==> config.mk <==
export PLATFORM = sky130hd
export DESIGN_NAME = if_id_stage
export DESIGN_NICKNAME = d
export VERILOG_FILES = /design/src/rtl/if_id_stage.sv
export SDC_FILE = /design/constraint.sdc
export NUM_CORES = 1
export LEC_CHECK = 0
export ABC_AREA = 1
export CELL_PAD_IN_SITES_DETAIL_PLACEMENT = 1
export CELL_PAD_IN_SITES_GLOBAL_PLACEMENT = 2
export CORE_AREA = 2 2 92 160
export CTS_BUF_LIST = sky130_fd_sc_hd__clkbuf_16
export DETAILED_ROUTE_END_ITERATION = 12
export DIE_AREA = 0 0 94 162
export MAX_ROUTING_LAYER = met4
export PLACE_DENSITY_LB_ADDON = 0.1
export SETUP_SLACK_MARGIN = 0.4
export SYNTH_ARGS = -nofsm -noshare
export SYNTH_HDL_FRONTEND = slang
export SYNTH_SLANG_ARGS = --single-unit
==> constraint.sdc <==
create_clock -name clk -period 1.7 [get_ports clk]
set_input_delay 0.34 -clock clk [delete_from_list [all_inputs] [get_ports clk]]
set_output_delay 0.34 -clock clk [all_outputs]
set_load 0.02 [all_outputs]
==> src/rtl/if_id_stage.sv <==
// IF/ID pipeline register: captures the fetched PC/instruction, flags AdEL on
// misaligned or out-of-range fetch addresses, and supports stall, flush and
// exception-entry squash. Optional stall counter enabled by IF_ID_STALL_CNT_EN.
module if_id_stage #(
  parameter logic [31:0] RESET_PC = 32'h0000_3000,
  parameter logic [31:0] IM_LO    = 32'h0000_3000,
  parameter logic [31:0] IM_HI    = 32'h0000_6FFC
) (
  input  logic        clk,
  input  logic        reset,
  input  logic        en,
  input  logic        flush,
  input  logic        exc_flush,
  input  logic [31:0] pc_f,
  input  logic [31:0] instr_f,
  input  logic        bd_f,
  output logic [31:0] pc_d,
  output logic [31:0] instr_d,
  output logic [4:0]  exc_code_d,
  output logic        bd_d,
  output logic        valid_d,
  output logic [15:0] stall_cnt
);

  localparam logic [4:0] EXC_ADEL = 5'd4;

  logic [31:0] pc_q;
  logic [31:0] instr_q;
  logic [4:0]  exc_code_q;
  logic        bd_q;
  logic        valid_q;

  logic fetch_adel;
  logic load_any;

  // Flow control: en=1 means the stage accepts the F-side word on this edge;
  // en=0 freezes every output. exc_flush overrides the stall so exception
  // entry can always squash the stage.
  assign fetch_adel = (pc_f[1:0] != 2'b00) || (pc_f < IM_LO) || (pc_f > IM_HI);
  assign load_any   = exc_flush || en;

  always_ff @(posedge clk) begin
    if (reset) begin
      pc_q       <= RESET_PC;
      instr_q    <= 32'h0;
      exc_code_q <= 5'd0;
      bd_q       <= 1'b0;
      valid_q    <= 1'b0;
    end else if (exc_flush) begin
      pc_q       <= pc_f;
      instr_q    <= 32'h0;
      exc_code_q <= 5'd0;
      bd_q       <= 1'b0;
      valid_q    <= 1'b0;
    end else if (!en) begin
      pc_q       <= pc_q;
      instr_q    <= instr_q;
      exc_code_q <= exc_code_q;
      bd_q       <= bd_q;
      valid_q    <= valid_q;
    end else if (flush) begin
      // PC survives the squash so a later exception can still report EPC.
      pc_q       <= pc_f;
      instr_q    <= 32'h0;
      exc_code_q <= 5'd0;
      bd_q       <= 1'b0;
      valid_q    <= 1'b0;
    end else begin
      pc_q       <= pc_f;
      instr_q    <= fetch_adel ? 32'h0 : instr_f;
      exc_code_q <= fetch_adel ? EXC_ADEL : 5'd0;
      bd_q       <= bd_f;
      valid_q    <= 1'b1;
    end
  end

  assign pc_d       = pc_q;
  assign instr_d    = instr_q;
  assign exc_code_d = exc_code_q;
  assign bd_d       = bd_q;
  assign valid_d    = valid_q;

`ifdef IF_ID_STALL_CNT_EN
  logic [15:0] stall_cnt_q;

  always_ff @(posedge clk) begin
    if (reset || load_any) begin
      stall_cnt_q <= 16'h0;
    end else if (stall_cnt_q != 16'hFFFF) begin
      stall_cnt_q <= stall_cnt_q + 16'd1;
    end
  end

  assign stall_cnt = stall_cnt_q;
`else
  logic unused_load_any;
  assign unused_load_any = load_any;
  assign stall_cnt       = 16'h0;
`endif

endmodule

After elaboration in Yosys (flattened, before gate mapping)
Cells that the tools add are included.
Widths: inputs -> output; s select.
Operators by class
  magnitude comparators: 2
  mux-type cells: 8
  reductions and logical operators: 5
Operator list (count)
  $mux 32: 4
  $gt 32x15->1 const B: 1
  $lt 32x14->1 const B: 1
  $mux 3: 2
  $reduce_bool 2->1: 2
  $logic_or 1x1->1: 2
  $mux 1: 2
  $reduce_or 2->1: 1
Storage, ports and cells
  word-level logic and storage cells: 20
  output and inout port bits: 87
  register bits: 71

Depth between registers and ports, before layout
Gate-level depths: netlist of run 1.
  word-level depth: 5
  mapped depth: 8
  gate-level depth less buffers: 7

Worst setup path before layout of run 1
No wires, ideal clock.
  kind: input to register
  from: in pc_f[28]
  to: reg instr_q[0] (netlist: instr_d[0])
  stages: 6
  buffers on the path: 1
  library setup time: 0.070 ns
  setup slack: 0.521 ns
  required time: 1.630 ns
  arrival time: 1.108 ns
  path through: nor3_1 -> nand3_1 -> nor2_2 -> buf_4 -> nand2_1 -> a21oi_1
On the way
  longest elaborated chain between the ends: 5
  elaborated cells between the ends (all ways): 6
Ends and longest elaborated chain
  start, declared: RTL line 14  | input logic [31:0] pc_f,
  $lt 32x14->1: RTL line 39  | assign fetch_adel = (pc_f[1:0] != 2'b00) || (pc_f < IM_LO) || (pc_f > IM_HI);
  $logic_or 1x1->1: RTL line 39
  $logic_or 1x1->1 (*): RTL line 39
  $mux 32 (*): RTL line 70  | instr_q <= fetch_adel ? 32'h0 : instr_f;
  $mux 32 (*): RTL line 61  | end else if (flush) begin
  end signal, assigned: RTL line 57  | instr_q <= instr_q;
  end signal, assigned: RTL line 70
  end, declared: RTL line 28  | logic [31:0] instr_q;
Mark *: on every way between the ends. The rest lies on a longest branch, timed or not.
A chain may end at the register's enable or synchronous reset.

Worst setup path in the final report of run 1
  from: reg instr_q[24] (netlist: instr_d[24])
  to: out instr_d[24]
RTL lines
  end, declared: RTL line 18  | output logic [31:0] instr_d,
No word-level cell between the ends.

==> metrics.md, run 1 <==
| Metric | Value |
|---|---|
| Initial core utilization | `approximately a fifth` |
| Crit path launch type | `register` |
| Worst skew pair latency | `0.32 ns` |
| Vias in the first global route | `roughly 3,200` |
| Area growth from synthesis to layout | `69.84%` |
| Nets | `roughly 620` |
| Final Max Tran Viols | `0` |
| Initial antenna violation count | `0` |
| Worst hold start | `pc_f[12]` |
| CP required | `1.36 ns` |
| Leading area contributor after synthesis | `dfxtp_1` |
| Met2 WL | `approximately 5.7 mm` |
| Fin Hold WS | `approximately 0.26 ns` |
| Multi-input gate area | `1354 um2` |
| Reg2reg path depth | `2` |
| Critical path's top delay family | `flip-flops` |
| Design area | `just under 5000 um2` |
| Vias per inst | `a little over 4` |
| Num CTS Buffers | `9` |
| Hold Fails Final Rpt | `0` |
| Fillcell total | `~1,700` |
| Grt ovf | `0` |
| Status | `completed` |
| Min-Delay Path Class | `in -> reg` |
| Worst Path Buf+Inv | `1` |
| Most frequent cells in the layout | `70 x nor2_1, 69 x nand2_1, 67 x dfxtp_1, 45 x clkdlybuf4s50_1, 45 x buf_2` |
| Inserted Diodes | `0` |
| Largest net degree at the start of global routing | `37` |
| Buffers on Ports | `136` |
| Critical path endpoint category | `output port` |
| Max Used Layer | `met4` |
| Max cap viols | `0` |
| WL final | `roughly 10 mm` |
| Placed Area | `between 4000 and 5000 um2` |
| Minimum clock period | `~1.3 ns` |
| Cell Area, Synth | `between 2000 and 3000 um2` |
| Top cells by area, synth | `dfxtp_1 47%, nor2_1 11%, nand2_1 10%, a21oi_1 6.3%, buf_4 6.0%` |
| H-tree depth | `3` |
| RSZ-0062 raised after global routing | `true` |
| RD Place Congestion | `around 0.71` |
| Detailed-placement wirelength estimate | `7.053 mm` |
| Maximum vdd drop | `approximately 0.36 mV` |
| Wire length per cell | `14.07 um` |
| Yosys warns | `0` |
| CTS clk-pin slew, worst paths | `0.05 ns` |
| Delay of the slowest critical-path stage | `roughly 0.34 ns` |
| Post-route clock period utilization | `between 70 and 80%` |
| Sequential cell area | `~1300 um2` |
| Die W | `94 um` |
| Leakage | `~2.2 nW` |
| Vias | `just under 3,000` |
| Hold-fix buffers, CTS | `0` |
| # IOs | `about 160` |
| Classification of the worst setup path | `reg -> out` |
| Clock skew | `0 ns` |
| Overall Power | `between 3 and 4 mW` |
| CTS root buffer | `clkbuf_16` |
| CP startpoint | `instr_d[24]$_SDFFE_PP0P_` |
| CTS max path bufs | `2` |
| Number of synthesized register bits | `67` |
| CP Cell Sequence | `clkdlybuf4s15_2` |
| Sum of negative setup slack | `0 ns` |
| DR DRC count | `0` |
| Gr usage total | `14.46%` |
| Yosys top cell area share | `46.79%` |
| WHS Path Cells | `3` |
| Synthesized instance count | `about 400` |
| Height of the die | `about 160 um` |
| DIE AREA | `approximately 15,000 um2` |
| Routed length on met3 | `572 um` |
| Pre-antenna DRT Iters | `4` |
| Row Count | `between 50 and 60` |
| Core area | `about 14,000 um2` |
| Reg2reg setup slack | `roughly 1.1 ns` |
| Avg Inst Size Synth | `~7.1 um2` |
| Post-synthesis sequential area ratio | `a little under half` |
| Clk sinks | `67` |
| RR Endpoint | `instr_d[6]$_SDFFE_PP0P_` |
| Wl on met1 | `a little under 4 mm` |
| CTS tree | `yes` |
| PwrDens | `800.9 nW/um2` |
| Data arrival, critical path | `0.93 ns` |
| WHS Endpoint | `pc_d[12]$_SDFFE_PP1P_` |
| Fmax | `0.7869 GHz` |
| Max FO, Critical Path | `2` |
| Initial DRC Count | `46` |
| Slowest CP cell | `dfxtp_1` |
| Post-detailed-route count of antenna-violating nets | `0` |
| Share of layout cells above drive strength 1 | `around 33%` |
| Worst r2r src | `instr_d[6]$_SDFFE_PP0P_` |
| Setup violations, final | `0` |
| Number of distinct library cells after synthesis | `18` |
| Most common cell after layout, fill and taps aside | `nor2_1` |
| First-pass GRT wire length | `approximately 17 mm` |
tightest hold or removal path: cells and delay by family:
family        cells  cell delay (ns)
buf+inv           1             0.11
simple gates      2             0.10
synthesized netlist by cell type:
master / instances
nor2_1: 83
nand2_1: 79
o21ai_0: 30
or2_2: 1
clkbuf_1: 14
o21bai_1: 1
inv_2: 1
nor2_2: 20
nor3_1: 1
nand3_1: 4
dfxtp_1: 67
or2_1: 1
buf_1: 2
buf_6: 4
buf_4: 23
a21oi_1: 36
conb_1: 1
inv_1: 35
per-layer routing:
layer	global-route usage (%)	vias up
met5	-	-
met4	4.743	0
met3	3.015	7
met2	26.56	95
met1	15.09	1370
li1	-	1488
through the flow:
step	util, %	instances	setup slack [ns]
after floorplan	-	422	0.5212
after global placement	31.70	708	-0.1793
after detailed placement	31.70	708	-0.1948
after CTS	35.47	734	0.3670
after global routing	35.01	734	0.3779
final	35.01	734	0.4292
where the power goes:
group,internal (mW),total (mW),switching (mW)
logic,0.293,0.629,0.336
clock network,0.954,1.61,0.660
registers,1.63,1.66,0.0272
total,2.88,3.90,1.02
final cells by class:
class / instances / area share, %
clock inverters: 6 / 0.5397
inverters: 36 / 2.776
multi-input cells: 276 / 27.81
clock buffers: 9 / 4.626
well taps: 177 / 4.549
repair buffers: 163 / 32.15
flip-flops and latches: 67 / 27.55
logic make-up (layout without fill, tap and decap cells):
family | count (synthesis) | after routing | share of synthesized area (%)
and+or+nand+nor | 189 | 189 | 26.89
buffers and inverters | 79 | 214 | 14.40
AOI/OAI and AO/OA | 67 | 67 | 11.79
DFF | 67 | 67 | 46.79
other | 1 | 20 | 0.1308
timing repair:
action | CTS | global route
gates resized for setup | 315 | 93
endpoints found under the setup margin | 100 | 62
pin swaps | 22 | 21
buffers inserted | 6 | 0
cloned | 5 | 0
worst max path at each step:
stage / endpoint / slack [ns] / cells after the start
final: instr_d[24] / 0.43 / 1
after global routing: instr_d[20]$_SDFFE_PP0P_ / 0.38 / 11
after CTS: instr_d[6] / 0.37 / 1
after detailed placement: instr_d[27]$_SDFFE_PP0P_ / -0.19 / 7
after global placement: instr_d[29]$_SDFFE_PP0P_ / -0.18 / 7
after floorplan: instr_d[0]$_SDFFE_PP0P_ / 0.52 / 6
state kept, by name, summed over array words and instances (netlist names):
name,flops
instr_d,32
pc_d,32
bd_d,1
exc_code_d,1
valid_d,1
Power figures use the tool's default switching activity.
==> run 2: changes to the inputs <==
--- a/config.mk
+++ b/config.mk
@@ -8,10 +8,10 @@
 export ABC_AREA = 1
 export CELL_PAD_IN_SITES_DETAIL_PLACEMENT = 1
 export CELL_PAD_IN_SITES_GLOBAL_PLACEMENT = 2
-export CORE_AREA = 2 2 92 160
+export CORE_AREA = 2 2 102 177
 export CTS_BUF_LIST = sky130_fd_sc_hd__clkbuf_16
 export DETAILED_ROUTE_END_ITERATION = 12
-export DIE_AREA = 0 0 94 162
+export DIE_AREA = 0 0 104 179
 export MAX_ROUTING_LAYER = met4
 export PLACE_DENSITY_LB_ADDON = 0.1
 export SETUP_SLACK_MARGIN = 0.4
==> constraint.sdc (replaced) <==
create_clock -name clk -period 1.1 [get_ports clk]
set_input_delay 0.22 -clock clk [delete_from_list [all_inputs] [get_ports clk]]
set_output_delay 0.22 -clock clk [all_outputs]
set_load 0.02 [all_outputs]
==> metrics.md, run 2 (synthesis results as in run 1) <==
| Metric | Value |
|---|---|
| Num CTS Buffers | `9 (unchanged)` |
| Initial antenna violation count | `1 (was 0)` |
| Fmax | `0.9028 GHz` |
| Clk sinks | `67 (unchanged)` |
| Hold Fails Final Rpt | `0 (unchanged)` |
| Detailed-placement wirelength estimate | `7.753 mm (was 7.053 mm)` |
| Clock skew | `0 ns (unchanged)` |
| Classification of the worst setup path | `in -> reg (was reg -> out)` |
| Largest net degree at the start of global routing | `37 (unchanged)` |
| WL final | `12.99 mm (was 10.33 mm)` |
| Share of layout cells above drive strength 1 | `59.67% (was 33.21%)` |
| Fin Hold WS | `0.1215 ns (was 0.2565 ns)` |
| Height of the die | `179 um (was 162 um)` |
| CP required | `1.36 ns (about the same)` |
| Max FO, Critical Path | `6 (was 2)` |
| Setup violations, final | `3 (was 0)` |
| Initial core utilization | `16.57% (was 20.61%)` |
| CTS clk-pin slew, worst paths | `0.06 ns (was 0.05 ns)` |
| Critical path's top delay family | `simple AND/OR/NAND/NOR gates (was flip-flops)` |
| DIE AREA | `18,620 um2 (was 15,230 um2)` |
| H-tree depth | `3 (unchanged)` |
| Delay of the slowest critical-path stage | `0.15 ns (was 0.34 ns)` |
| Initial DRC Count | `59 (was 46)` |
| Most frequent cells in the layout | `95 x buf_6, 64 x dfxtp_2, 62 x nand2_1, 54 x nor2_1, 43 x clkdlybuf4s50_1 (was 70 x nor2_1, 69 x nand2_1, 67 x dfxtp_1, 45 x clkdlybuf4s50_1, 45 x buf_2)` |
| Vias in the first global route | `3,472 (was 3,154)` |
| Leakage | `2.800 nW (was 2.209 nW)` |
| Post-detailed-route count of antenna-violating nets | `0 (unchanged)` |
| CP Cell Sequence | `buf_6, nor2_4, nand2_2, nor2_4, nand2_2, nor2_4, buf_12, buf_12, buf_16, nand2_1, a21oi_1 (was clkdlybuf4s15_2)` |
| First-pass GRT wire length | `19.53 mm (was 16.54 mm)` |
| Worst Path Buf+Inv | `4 (was 1)` |
| Min-Delay Path Class | `in -> reg (unchanged)` |
| Vias | `3,274 (was 2,960)` |
| Most frequent CP cell | `nor2_4` |
| Max cap viols | `0 (unchanged)` |
| Failing checks | `negative setup slack` |
| Row Count | `64 (was 57)` |
| Gr usage total | `14.34% (was 14.46%)` |
| Buffers on Ports | `136 (unchanged)` |
| # IOs | `157 (unchanged)` |
| RSZ-0062 raised after global routing | `true (unchanged)` |
| Pre-CTS setup slack | `-0.7351 ns (was -0.1948 ns)` |
| Final Max Tran Viols | `0 (unchanged)` |
| CTS root buffer | `clkbuf_16 (unchanged)` |
| Data arrival, critical path | `1.36 ns (was 0.93 ns)` |
| Grt ovf | `0 (unchanged)` |
| Worst skew pair latency | `0.33 ns (was 0.32 ns)` |
| Area growth from synthesis to layout | `122.5% (was 69.84%)` |
| Core area | `17,300 um2 (was 13,910 um2)` |
| Pre-antenna DRT Iters | `4 (unchanged)` |
| Slowest CP cell | `nor2_4 (was dfxtp_1)` |
| Placed cell count | `769 (was 708)` |
| Layout Cells excl Fill | `837 (was 734)` |
| Reg2reg setup slack | `0.32 ns (was 1.06 ns)` |
| CTS tree | `yes (unchanged)` |
| Maximum vdd drop | `0.8136 mV (was 0.3559 mV)` |
| Die W | `104 um (was 94 um)` |
| CTS max path bufs | `2 (unchanged)` |
| PwrDens | `1158 nW/um2 (was 800.9 nW/um2)` |
| Crit path launch type | `input port (was register)` |
| DR DRC count | `0 (unchanged)` |
| Fillcell total | `2,019 (was 1,698)` |
| Post-Route Utilization | `36.87% (was 35.01%)` |
| Vias per inst | `3.912 (was 4.033)` |
| Sum of negative setup slack | `-0.01419 ns (was 0 ns)` |
| Nets | `670 (was 623)` |
| RD Place Congestion | `0.7222 (was 0.7069)` |
| Setup slack after layout | `-0.007606 ns (was 0.4292 ns)` |
| Most common cell after layout, fill and taps aside | `buf_6 (was nor2_1)` |
| Wire length per cell | `15.52 um (was 14.07 um)` |
| Post-route clock period utilization | `100.7%` |
| Minimum clock period | `1.108 ns` |
| Status | `finished with violations (was completed)` |
| Critical path endpoint category | `register (was output port)` |
run 2: cell types whose count changed in the layout (fill, tap and decap cells not counted), moves of 9 or more:
cell             delta
o21ai_2            +24
dfxtp_2            +64
buf_4              +21
nor2_1             -16
clkdlybuf4s15_2    -22
buf_6              +78
buf_2              -41
dfxtp_1            -67
o21ai_0            -28
buf_16             +12
nor2_4              +9
run 2: power by group:
group          internal (mW)  switching, mW  total [mW]
registers               2.53         0.0720        2.60
clock network           2.19           1.11        3.30
logic                  0.793          0.684        1.48
total                   5.51           1.87        7.38
run 2: routing by layer:
layer  vias to the layer above  global-route usage, %  wire (um)
li1                       1595                      -          -
met1                      1564                  13.69       4457
met2                        99                  28.02       7667
met3                        16                  2.981        532
met4                         0                  5.462        331
met5                         -                      -          0
run 2: tightest hold or removal path: cells and delay by family:
family	cells	cell delay [ns]
compound gates	1	0.05
buf+inv	1	0.08
simple gates	1	0.06
run 2: area by class of cell:
cell class              count  area [um2]  area share, %
multi-input cells         276        1637          25.66
clock inverters             7       108.9          1.707
inverters                  36       145.1          2.276
clock buffers               9       225.2          3.531
diodes                      1       2.502        0.03924
repair buffers            210        2537          39.79
flip-flops and latches     67        1433          22.46
well taps                 231       289.0          4.532
run 2: per-stage QoR:
stage | cell area [um2] | power (mW)
floorplan | 3032 | 3.118
global placement | 4567 | 3.624
detailed placement | 4567 | 3.634
CTS | 5921 | 7.435
global route | 6377 | 7.725
finish | 6377 | 7.382
run 2: final timing paths:
path,end,from,depth (start not counted)
max,instr_d[8]$_SDFFE_PP0P_,pc_f[18],11
min,pc_d[15]$_SDFFE_PP0P_,pc_f[15],3
max reg2reg,instr_d[31]$_SDFFE_PP0P_,instr_d[31]$_SDFFE_PP0P_,4
min reg2reg,pc_d[13]$_SDFFE_PP1P_,pc_d[13]$_SDFFE_PP1P_,2
run 2: timing repair:
item	4_1_cts	5_1_grt
setup endpoints to repair	134	133
resized for setup	663	110
buffers inserted	21	12
hold buffers	0	0
gates cloned	18	0
pin swaps	44	48
==> run 3: changes to the inputs <==
--- a/config.mk
+++ b/config.mk
@@ -8,13 +8,14 @@
 export ABC_AREA = 1
 export CELL_PAD_IN_SITES_DETAIL_PLACEMENT = 1
 export CELL_PAD_IN_SITES_GLOBAL_PLACEMENT = 2
-export CORE_AREA = 2 2 102 177
+export CORE_AREA = 2 2 96 168
 export CTS_BUF_LIST = sky130_fd_sc_hd__clkbuf_16
 export DETAILED_ROUTE_END_ITERATION = 12
-export DIE_AREA = 0 0 104 179
+export DIE_AREA = 0 0 98 170
 export MAX_ROUTING_LAYER = met4
 export PLACE_DENSITY_LB_ADDON = 0.1
 export SETUP_SLACK_MARGIN = 0.4
+export SLEW_MARGIN = 20
 export SYNTH_ARGS = -nofsm -noshare
 export SYNTH_HDL_FRONTEND = slang
 export SYNTH_SLANG_ARGS = --single-unit
==> constraint.sdc (replaced) <==
create_clock -name clk -period 1.25 [get_ports clk]
set_input_delay 0.25 -clock clk [delete_from_list [all_inputs] [get_ports clk]]
set_output_delay 0.25 -clock clk [all_outputs]
set_load 0.02 [all_outputs]
==> metrics.md, run 3 (synthesis results as in run 1) <==
| Metric | Value |
|---|---|
| CTS max path bufs | `2 (unchanged)` |
| Post-Route Utilization | `38.76% (was 36.87%)` |
| Vias in the first global route | `3,399 (was 3,472)` |
| Design area | `5907 um2 (was 6377 um2)` |
| Data arrival, critical path | `1.49 ns (was 1.36 ns)` |
| CTS root buffer | `clkbuf_16 (unchanged)` |
| Area growth from synthesis to layout | `106.1% (was 122.5%)` |
| CTS tree | `yes (unchanged)` |
| Delay of the slowest critical-path stage | `0.24 ns (was 0.15 ns)` |
| Max cap viols | `0 (unchanged)` |
| Slowest CP cell | `dlygate4sd2_1 (was nor2_4)` |
| Most frequent cells in the layout | `83 x buf_6, 68 x nor2_1, 67 x dfxtp_2, 45 x nand2_1, 43 x clkdlybuf4s50_1 (was 95 x buf_6, 64 x dfxtp_2, 62 x nand2_1, 54 x nor2_1, 43 x clkdlybuf4s50_1)` |
| Initial core utilization | `18.81% (was 16.57%)` |
| Classification of the worst setup path | `in -> reg (unchanged)` |
| WL final | `12.41 mm (was 12.99 mm)` |
| Hold Fails Final Rpt | `0 (unchanged)` |
| Core area | `15,240 um2 (was 17,300 um2)` |
| Most common cell after layout, fill and taps aside | `buf_6 (unchanged)` |
| Clk sinks | `67 (unchanged)` |
| Multi-input gate area | `1623 um2 (was 1637 um2)` |
| Grt ovf | `0 (unchanged)` |
| Detailed-placement wirelength estimate | `7.789 mm (was 7.753 mm)` |
| Nets | `654 (was 670)` |
| Post-detailed-route count of antenna-violating nets | `0 (unchanged)` |
| RSZ-0062 raised after global routing | `true (unchanged)` |
| Fmax | `approximately 0.81 GHz` |
| Minimum clock period | `approximately 1.2 ns` |
| Final Max Tran Viols | `0 (unchanged)` |
| Die W | `98 um (was 104 um)` |
| Min-Delay Path Class | `in -> reg (unchanged)` |
| Layout Cells excl Fill | `774 (was 837)` |
| Critical path endpoint category | `register (unchanged)` |
| Most Used Layer, Global Route | `met2 (unchanged)` |
| First-pass GRT wire length | `18.17 mm (was 19.53 mm)` |
| Height of the die | `170 um (was 179 um)` |
| Wire length per cell | `16.03 um (was 15.52 um)` |
| Most frequent CP cell | `buf_6 (was nor2_4)` |
| Met1 usage | `13.86% (was 13.69%)` |
| Initial antenna violation count | `0 (was 1)` |
| Row Count | `60 (was 64)` |
| PwrDens | `938.3 nW/um2 (was 1158 nW/um2)` |
| Met2 usage | `28.95% (was 28.02%)` |
| Setup slack after layout | `0.01621 ns (was -0.007606 ns)` |
| Pre-antenna DRT Iters | `4 (unchanged)` |
| Crit path launch type | `input port (unchanged)` |
| Buffers on Ports | `136 (unchanged)` |
| Setup violations, final | `0 (was 3)` |
| Share of layout cells above drive strength 1 | `56.80% (was 59.67%)` |
| RD Place Congestion | `0.7066 (was 0.7222)` |
| Vias | `3,198 (was 3,274)` |
| H-tree depth | `3 (unchanged)` |
| Worst skew pair latency | `0.33 ns (about the same)` |
| Max FO, Critical Path | `6 (unchanged)` |
| Vias per inst | `4.132 (was 3.912)` |
| Maximum vdd drop | `0.4449 mV (was 0.8136 mV)` |
| Placed Area | `4492 um2 (was 4567 um2)` |
| CTS clk-pin slew, worst paths | `0.06 ns (about the same)` |
| Met3 layer usage reported by global route | `2.834% (was 2.981%)` |
| Initial DRC Count | `36 (was 59)` |
| DR DRC count | `0 (unchanged)` |
| Status | `completed (was finished with violations)` |
| Largest net degree at the start of global routing | `37 (unchanged)` |
| # IOs | `157 (unchanged)` |
| Pre-CTS setup slack | `-0.6782 ns (was -0.7351 ns)` |
| Post-route clock period utilization | `between 90% and 100%` |
| CP required | `1.51 ns (was 1.36 ns)` |
| DIE AREA | `16,660 um2 (was 18,620 um2)` |
| Sequential cell area | `1425 um2 (was 1433 um2)` |
| Clock skew | `0 ns (unchanged)` |
| Sum of negative setup slack | `0 ns (was -0.01419 ns)` |
| Placed cell count | `718 (was 769)` |
| Inserted Diodes | `0 (was 1)` |
| Gr usage total | `14.64% (was 14.34%)` |
| Leakage | `2.837 nW (was 2.800 nW)` |
| Num CTS Buffers | `9 (unchanged)` |
| Fillcell total | `1,763 (was 2,019)` |
| CP Cell Sequence | `dlygate4sd2_1, nand2_1, nand2_2, nand3_4, nor2_4, buf_6, buf_6, buf_6, buf_12, nand2_1, a21oi_2 (was buf_6, nor2_4, nand2_2, nor2_4, nand2_2, nor2_4, buf_12, buf_12, buf_16, nand2_1, a21oi_1)` |
| Hold-fix buffers, CTS | `0 (unchanged)` |
[run 3: power breakdown]
| part | switching [mW] | internal (mW) | leakage, nW |
|---|---|---|---|
| Sequential | 0.0542 | 2.23 | 0.574 |
| Clock | 0.908 | 1.30 | 0.135 |
| Combinational | 0.528 | 0.525 | 2.13 |
[run 3: path summary, 6_finish.rpt]
check / from / to / slack [ns] / cells past startpoint
max: pc_f[12] / instr_d[13]$_SDFFE_PP0P_ / 0.02 / 11
min: pc_f[16] / pc_d[16]$_SDFFE_PP0P_ / 0.19 / 3
max reg2reg: instr_d[15]$_SDFFE_PP0P_ / instr_d[15]$_SDFFE_PP0P_ / 0.46 / 4
min reg2reg: instr_d[25]$_SDFFE_PP0P_ / instr_d[25]$_SDFFE_PP0P_ / 0.47 / 2
[run 3: cell type report]
type | count | share of cell area, %
repair buffers | 194 | 37.87
clock inverters | 6 | 0.4448
clock buffers | 9 | 3.813
flip-flops and latches | 67 | 24.13
inverters | 36 | 2.330
multi-input cells | 276 | 27.47
well taps | 186 | 3.940
[run 3: metal layers]
metal  routed length (um)  vias to the layer above  part of all wire (%)
met5                    0                        -                     0
met4                  168                        0                   1.4
met3                  494                       10                   4.0
met2                 7476                       94                    60
met1                 4270                     1534                    34
li1                     -                     1560                     -
[run 3: per-stage QoR]
step                total power, mW  hold slack, ns
finish                        5.542          0.1857
global route                  5.838          0.2043
CTS                           5.565          0.1856
detailed placement            3.197          0.4586
global placement              3.185          0.4542
floorplan                     2.733          0.3632
[run 3: worst max-delay path: cells and delay by family]
| family | cells | cell delay [ns] |
|---|---|---|
| buffers and inverters | 5 | 0.66 |
| AO/OA/AOI/OAI | 1 | 0.13 |
| AND/OR/NAND/NOR | 5 | 0.44 |
[run 3: repair_timing]
action	4_1_cts	5_1_grt
cloned	8	5
gates resized for setup	605	105
endpoints found under the setup margin	134	117
pin swaps	26	41
buffers inserted	17	11
endpoints found under the hold margin	0	0
